## config.mk

```make
export PLATFORM = sky130hd
export DESIGN_NAME = vga_fb_fill_ctrl
export DESIGN_NICKNAME = d
export VERILOG_FILES = /design/src/rtl/vga_fb_fill_ctrl.sv
export SDC_FILE = /design/constraint.sdc
export NUM_CORES = 1
export LEC_CHECK = 0
export CORE_UTILIZATION = 45
export DETAILED_ROUTE_END_ITERATION = 6
export SYNTH_ARGS = -nofsm -noshare
export SYNTH_HDL_FRONTEND = slang
export SYNTH_SLANG_ARGS = --single-unit
```

## constraint.sdc

```tcl
create_clock -name CLK -period 5.3 [get_ports CLK]
set_input_delay 1.325 -clock CLK [delete_from_list [all_inputs] [get_ports CLK]]
set_output_delay 1.325 -clock CLK [all_outputs]
set_load 0.02 [all_outputs]
```

## src/rtl/vga_fb_fill_ctrl.sv

```systemverilog
// rtl/vga_fb_fill_ctrl.sv - framebuffer write-port arbiter: MCU pixel writes plus rectangle-fill engine
//
// Owns the single write port of the 80x60 framebuffer. The MCU writes
// configuration and pixels through its port bus. A GO write starts a
// rectangle fill that emits one pixel per clock. A direct MCU pixel write
// always wins the port for its cycle, and the fill cursor holds during it.
//
// Ports:
//   CLK      system clock
//   RESET_N  asynchronous active-low reset
//   IO_STRB  MCU output strobe; each high cycle is one port write
//   PORT_ID  MCU port id
//   OUT_PORT MCU output data
//   FB_WA    framebuffer write address {row[5:0], col[6:0]}
//   FB_WD    framebuffer write data
//   FB_WE    framebuffer write enable (single-cycle pulses)
//   BUSY     high while a fill is in progress
module vga_fb_fill_ctrl #(
  parameter int         COLS     = 80,
  parameter int         ROWS     = 60,
  parameter logic [7:0] HADDR_ID = 8'h90,
  parameter logic [7:0] LADDR_ID = 8'h91,
  parameter logic [7:0] COLOR_ID = 8'h92,
  parameter logic [7:0] X0_ID    = 8'h94,
  parameter logic [7:0] Y0_ID    = 8'h95,
  parameter logic [7:0] W_ID     = 8'h96,
  parameter logic [7:0] H_ID     = 8'h97,
  parameter logic [7:0] GO_ID    = 8'h98
) (
  input  logic        CLK,
  input  logic        RESET_N,
  input  logic        IO_STRB,
  input  logic [7:0]  PORT_ID,
  input  logic [7:0]  OUT_PORT,
  output logic [12:0] FB_WA,
  output logic [7:0]  FB_WD,
  output logic        FB_WE,
  output logic        BUSY
);

  typedef enum logic {IDLE, FILL} state_t;

  state_t      state, state_nxt;

  logic [4:0]  haddr;
  logic [7:0]  laddr, x0, y0, w, h;

  // Shadow copies latched at GO; a running fill only looks at these.
  logic [6:0]  sx0, sx0_nxt;
  logic [6:0]  x_end, x_end_nxt;
  logic [5:0]  y_end, y_end_nxt;
  logic [7:0]  colour, colour_nxt;
  logic [6:0]  cur_x, cur_x_nxt;
  logic [5:0]  cur_y, cur_y_nxt;

  logic [12:0] fb_wa_nxt;
  logic [7:0]  fb_wd_nxt;
  logic        fb_we_nxt, busy_nxt;

  logic        color_hit, go_hit, null_fill;
  logic [8:0]  x_sum, y_sum;
  logic [6:0]  x_end_c;
  logic [5:0]  y_end_c;

  assign color_hit = IO_STRB && (PORT_ID == COLOR_ID);
  assign go_hit    = IO_STRB && (PORT_ID == GO_ID);

  // Clipped end coordinates; 9-bit sums so X0+W never wraps.
  assign x_sum   = {1'b0, x0} + {1'b0, w};
  assign y_sum   = {1'b0, y0} + {1'b0, h};
  assign x_end_c = (x_sum > 9'(COLS)) ? 7'(COLS - 1) : (x_sum[6:0] - 7'd1);
  assign y_end_c = (y_sum > 9'(ROWS)) ? 6'(ROWS - 1) : (y_sum[5:0] - 6'd1);

  assign null_fill = (w == 8'd0) || (h == 8'd0) ||
                     (x0 >= 8'(COLS)) || (y0 >= 8'(ROWS));

  // Configuration registers load in any state.
  always_ff @(posedge CLK or negedge RESET_N) begin
    if (!RESET_N) begin
      haddr <= '0;
      laddr <= '0;
      x0    <= '0;
      y0    <= '0;
      w     <= '0;
      h     <= '0;
    end else if (IO_STRB) begin
      case (PORT_ID)
        HADDR_ID: haddr <= OUT_PORT[4:0];
        LADDR_ID: laddr <= OUT_PORT;
        X0_ID:    x0    <= OUT_PORT;
        Y0_ID:    y0    <= OUT_PORT;
        W_ID:     w     <= OUT_PORT;
        H_ID:     h     <= OUT_PORT;
        default:  ;
      endcase
    end
  end

  always_ff @(posedge CLK or negedge RESET_N) begin
    if (!RESET_N) begin
      state  <= IDLE;
      sx0    <= '0;
      x_end  <= '0;
      y_end  <= '0;
      colour <= '0;
      cur_x  <= '0;
      cur_y  <= '0;
      FB_WA  <= '0;
      FB_WD  <= '0;
      FB_WE  <= 1'b0;
      BUSY   <= 1'b0;
    end else begin
      state  <= state_nxt;
      sx0    <= sx0_nxt;
      x_end  <= x_end_nxt;
      y_end  <= y_end_nxt;
      colour <= colour_nxt;
      cur_x  <= cur_x_nxt;
      cur_y  <= cur_y_nxt;
      FB_WA  <= fb_wa_nxt;
      FB_WD  <= fb_wd_nxt;
      FB_WE  <= fb_we_nxt;
      BUSY   <= busy_nxt;
    end
  end

  always_comb begin
    state_nxt  = state;
    sx0_nxt    = sx0;
    x_end_nxt  = x_end;
    y_end_nxt  = y_end;
    colour_nxt = colour;
    cur_x_nxt  = cur_x;
    cur_y_nxt  = cur_y;
    fb_wa_nxt  = FB_WA;
    fb_wd_nxt  = FB_WD;
    fb_we_nxt  = 1'b0;
    busy_nxt   = BUSY;

    if (color_hit) begin
      // Direct write owns the port; a running fill simply holds its cursor.
      fb_we_nxt = 1'b1;
      fb_wa_nxt = {haddr, laddr};
      fb_wd_nxt = OUT_PORT;
    end else begin
      case (state)
        IDLE: begin
          if (go_hit && !null_fill) begin
            state_nxt  = FILL;
            busy_nxt   = 1'b1;
            sx0_nxt    = x0[6:0];
            x_end_nxt  = x_end_c;
            y_end_nxt  = y_end_c;
            colour_nxt = OUT_PORT;
            cur_x_nxt  = x0[6:0];
            cur_y_nxt  = y0[5:0];
          end
        end
        FILL: begin
          fb_we_nxt = 1'b1;
          fb_wa_nxt = {cur_y, cur_x};
          fb_wd_nxt = colour;
          if (cur_x == x_end) begin
            cur_x_nxt = sx0;
            cur_y_nxt = cur_y + 6'd1;
            if (cur_y == y_end) begin
              state_nxt = IDLE;
              busy_nxt  = 1'b0;
            end
          end else begin
            cur_x_nxt = cur_x + 7'd1;
          end
        end
        default: state_nxt = IDLE;
      endcase
    end
  end

endmodule

```

==> reports/metrics.cfg <==
[outcome]
outcome = finished, final reports clean

[sta]
fmax_mhz = 263
rsz0062_at_grt = false
tightest_slew_ps = 1040
finalCritPeriodShare_pct = 71.8
fin_setup_tns_ps = 0
slew_viol_final = 0
finalHoldViolations = 0
skew_ps = 8.36
slew_headroom_pct = 30.7
setup_viol = 0
min_period_ps = 3810

[detailed_routing]
wl_um = 12800
vias_per_cell = 5.47
via_count = 3985
drt_iter0_markers = 207
dr.pass1.iters = 4
drc = 0
wl_per_cell_um = 17.5
ant_nets = 0

[clock_tree]
clk_latency_ps = 360
path_clk_slew_ps = 70
hold_buffers = 0
cts_buffer_depth = 2
cts-resized-gates = 0
cts_tree = built
cts_setup_buffers = 0
h-tree-depth = 3
clock_sinks = 110
cts_buffers = 9
clockRootBuffer = clkbuf_16

[yosys]
synth_top_area_share_pct = 47.4
synth_edf_count = 0
ys_top_cells_by_area = dfrtp_1 47%, mux2_2 9.7%, mux2i_1 5.0%
syn_nets = 557
ys_seq_area_share_pct = 47.4
yosys_warnings = 0
synthFlopType = dfrtp_1
syn_area_sq_mm = 0.00580
synth_top_area_cell = dfrtp_1
syn_avg_cell_area_sq_um = 11.3
synth_seq_cells = 110
async_flop_share_pct = 100
yosysUniqueCellTypes = 62
synthesis.instances = 514

[flow_run]
maxCapViolations = 0

[cells_and_area]
final_nets = 594
utilization_pct = 53.3
n_antenna_cell = 0
drive_gt1_share_pct = 17.4
area_growth_pct = 15.8
final_cells = 728

[setup_path]
ff2ff_path_depth = 6
cp_max_fo = 39
critPathRequiredTime_ps = 5540
arrival_ps = 4050
critical-path-top-delay-family = buffers and inverters
worstPathCellList = clkdlybuf4s50_1 -> nor4b_2 -> nand4_1 -> a2111oi_4 -> and2_1 -> buf_4 -> mux2_1
cp-start-kind = primary input
critPathSlowestCell = clkdlybuf4s50_1
crit_path_end_kind = flip-flop
reg2reg_slack_ps = 2620
startpoint = PORT_ID[3]
critPathMaxStageDelay_ps = 660
path_buf_inv = 2
reg2reg_from = x0[5]
critical_path_class = primary input to flip-flop
r2r_end = colour[3]

[place]
place.gp.congestion = 0.827
io_buffers = 41
dp_hpwl_um = 8970
place_inst = 712

[floorplanning]
die_h_um = 116
dieArea_sq_mm = 0.0134
num_rows = 41
boundaryPins = 42
die_x_um = 116
core_area_sq_mm = 0.0126
initial_utilization_pct = 46.0

[power_and_ir_drop]
p_leak_nw = 3.02
p_per_area_mw_per_mm2 = 297
ir_worst_vdd_uv = 124

[worst_hold_path]
hold_class = flip-flop to flip-flop
whs_path_depth = 2
min_delay_worst_endpoint = FB_WA[6]
holdCritStartpoint = laddr[6]

[global_routing]
grt_pass1_wl_um = 20900
grt_max_degree = 84
antenna_found_initial = 0
grt_use_total_pct = 21.1
first_global_vias = 3938
grt_overflow = 0

-- per-stage QoR --
step                area (sq um)  setup slack, ps  hold slack [ps]  total power, mW
floorplan                   5800             2280              446             1.14
global placement            6400             1180              460             1.27
detailed placement          6400             1100              469             1.28
CTS                         6720             1480              487             2.02
global route                6720             1320              505             2.09
finish                      6720             1490              483             2.00
-- flip-flops by register name (all words and copies together), names as in the netlist --
| name | cells |
|---|---|
| h | 8 |
| haddr | 5 |
| BUSY | 1 |
| FB_WD | 8 |
| laddr | 8 |
| w | 8 |
| cur_y | 6 |
| FB_WA | 13 |
| state | 1 |
| x_end | 7 |
| x0 | 8 |
| y_end | 6 |
| colour | 8 |
| y0 | 8 |
| FB_WE | 1 |
| sx0 | 7 |
| cur_x | 7 |
-- how the worst max path moves through the flow --
stage,cells past startpoint,slack (ps),to
final,7,1490,colour[3]
after global routing,7,1320,colour[3]
after CTS,7,1480,colour[6]
after detailed placement,7,1100,colour[3]
after global placement,7,1180,colour[6]
after floorplan,7,2280,colour[0]
-- cells in the mapped netlist (all sizes together), types with 11 or more instances --
cell	n
a21oi	12
a31oi	11
clkbuf	13
dfrtp	110
ha	22
inv	11
mux2	63
mux2i	29
nand2	35
nand3	12
nor2	32
o21ai	33
xnor2	19
xor2	15
-- area by class of cell --
cell class                      instances  area (sq um)
Clock buffer                           10           239
Timing Repair Buffer                   47           453
Sequential cell                       110          2750
Inverter                               11          41.3
Clock inverter                          6          85.1
Fill cell                            1142          5900
Tap cell                              172           215
Multi-Input combinational cell        372          2930
-- power by group --
group / switching, mW / internal [mW]
sequential: 0.0438 / 0.890
combinational: 0.171 / 0.154
clock: 0.313 / 0.426
-- cell usage in the layout (no fill, tap or decap), drive strengths merged, types with 12 or more instances in the layout --
master,netlist,routed
a21oi,12,12
clkdlybuf4s50,0,40
dfrtp,110,110
ha,22,22
mux2,63,63
mux2i,29,29
nand2,35,35
nand3,12,12
nor2,32,32
o21ai,33,33
xnor2,19,19
xor2,15,15
-- metal layers --
layer / part of all wire, % / routed length [um] / vias up / GRT usage [%]
met4: 1.8 / 225 / 0 / 8.57
met1: 51 / 6510 / 1985 / 30.2
met5: 0 / 0 / - / 0
met2: 44 / 5680 / 58 / 32.2
met3: 2.8 / 351 / 12 / 3.03
li1: - / - / 1930 / -
-- tightest hold or removal path: stages, from the launching register on --
cell,delay [ps]
dfrtp_1,340
nand2_1,50
o21ai_0,60
-- cell families after synthesis --
group / after synthesis / share of synthesized area (%)
and+or+nand+nor: 130 / 11.5
DFF: 110 / 47.4
AOI/OAI and AO/OA: 92 / 10.8
muxes: 92 / 17.2
xor gates and xnor gates: 34 / 5.13
buffers and inverters: 32 / 2.46
adders and majority gates: 24 / 5.43
Note: power is estimated with default switching activity, not from simulation.
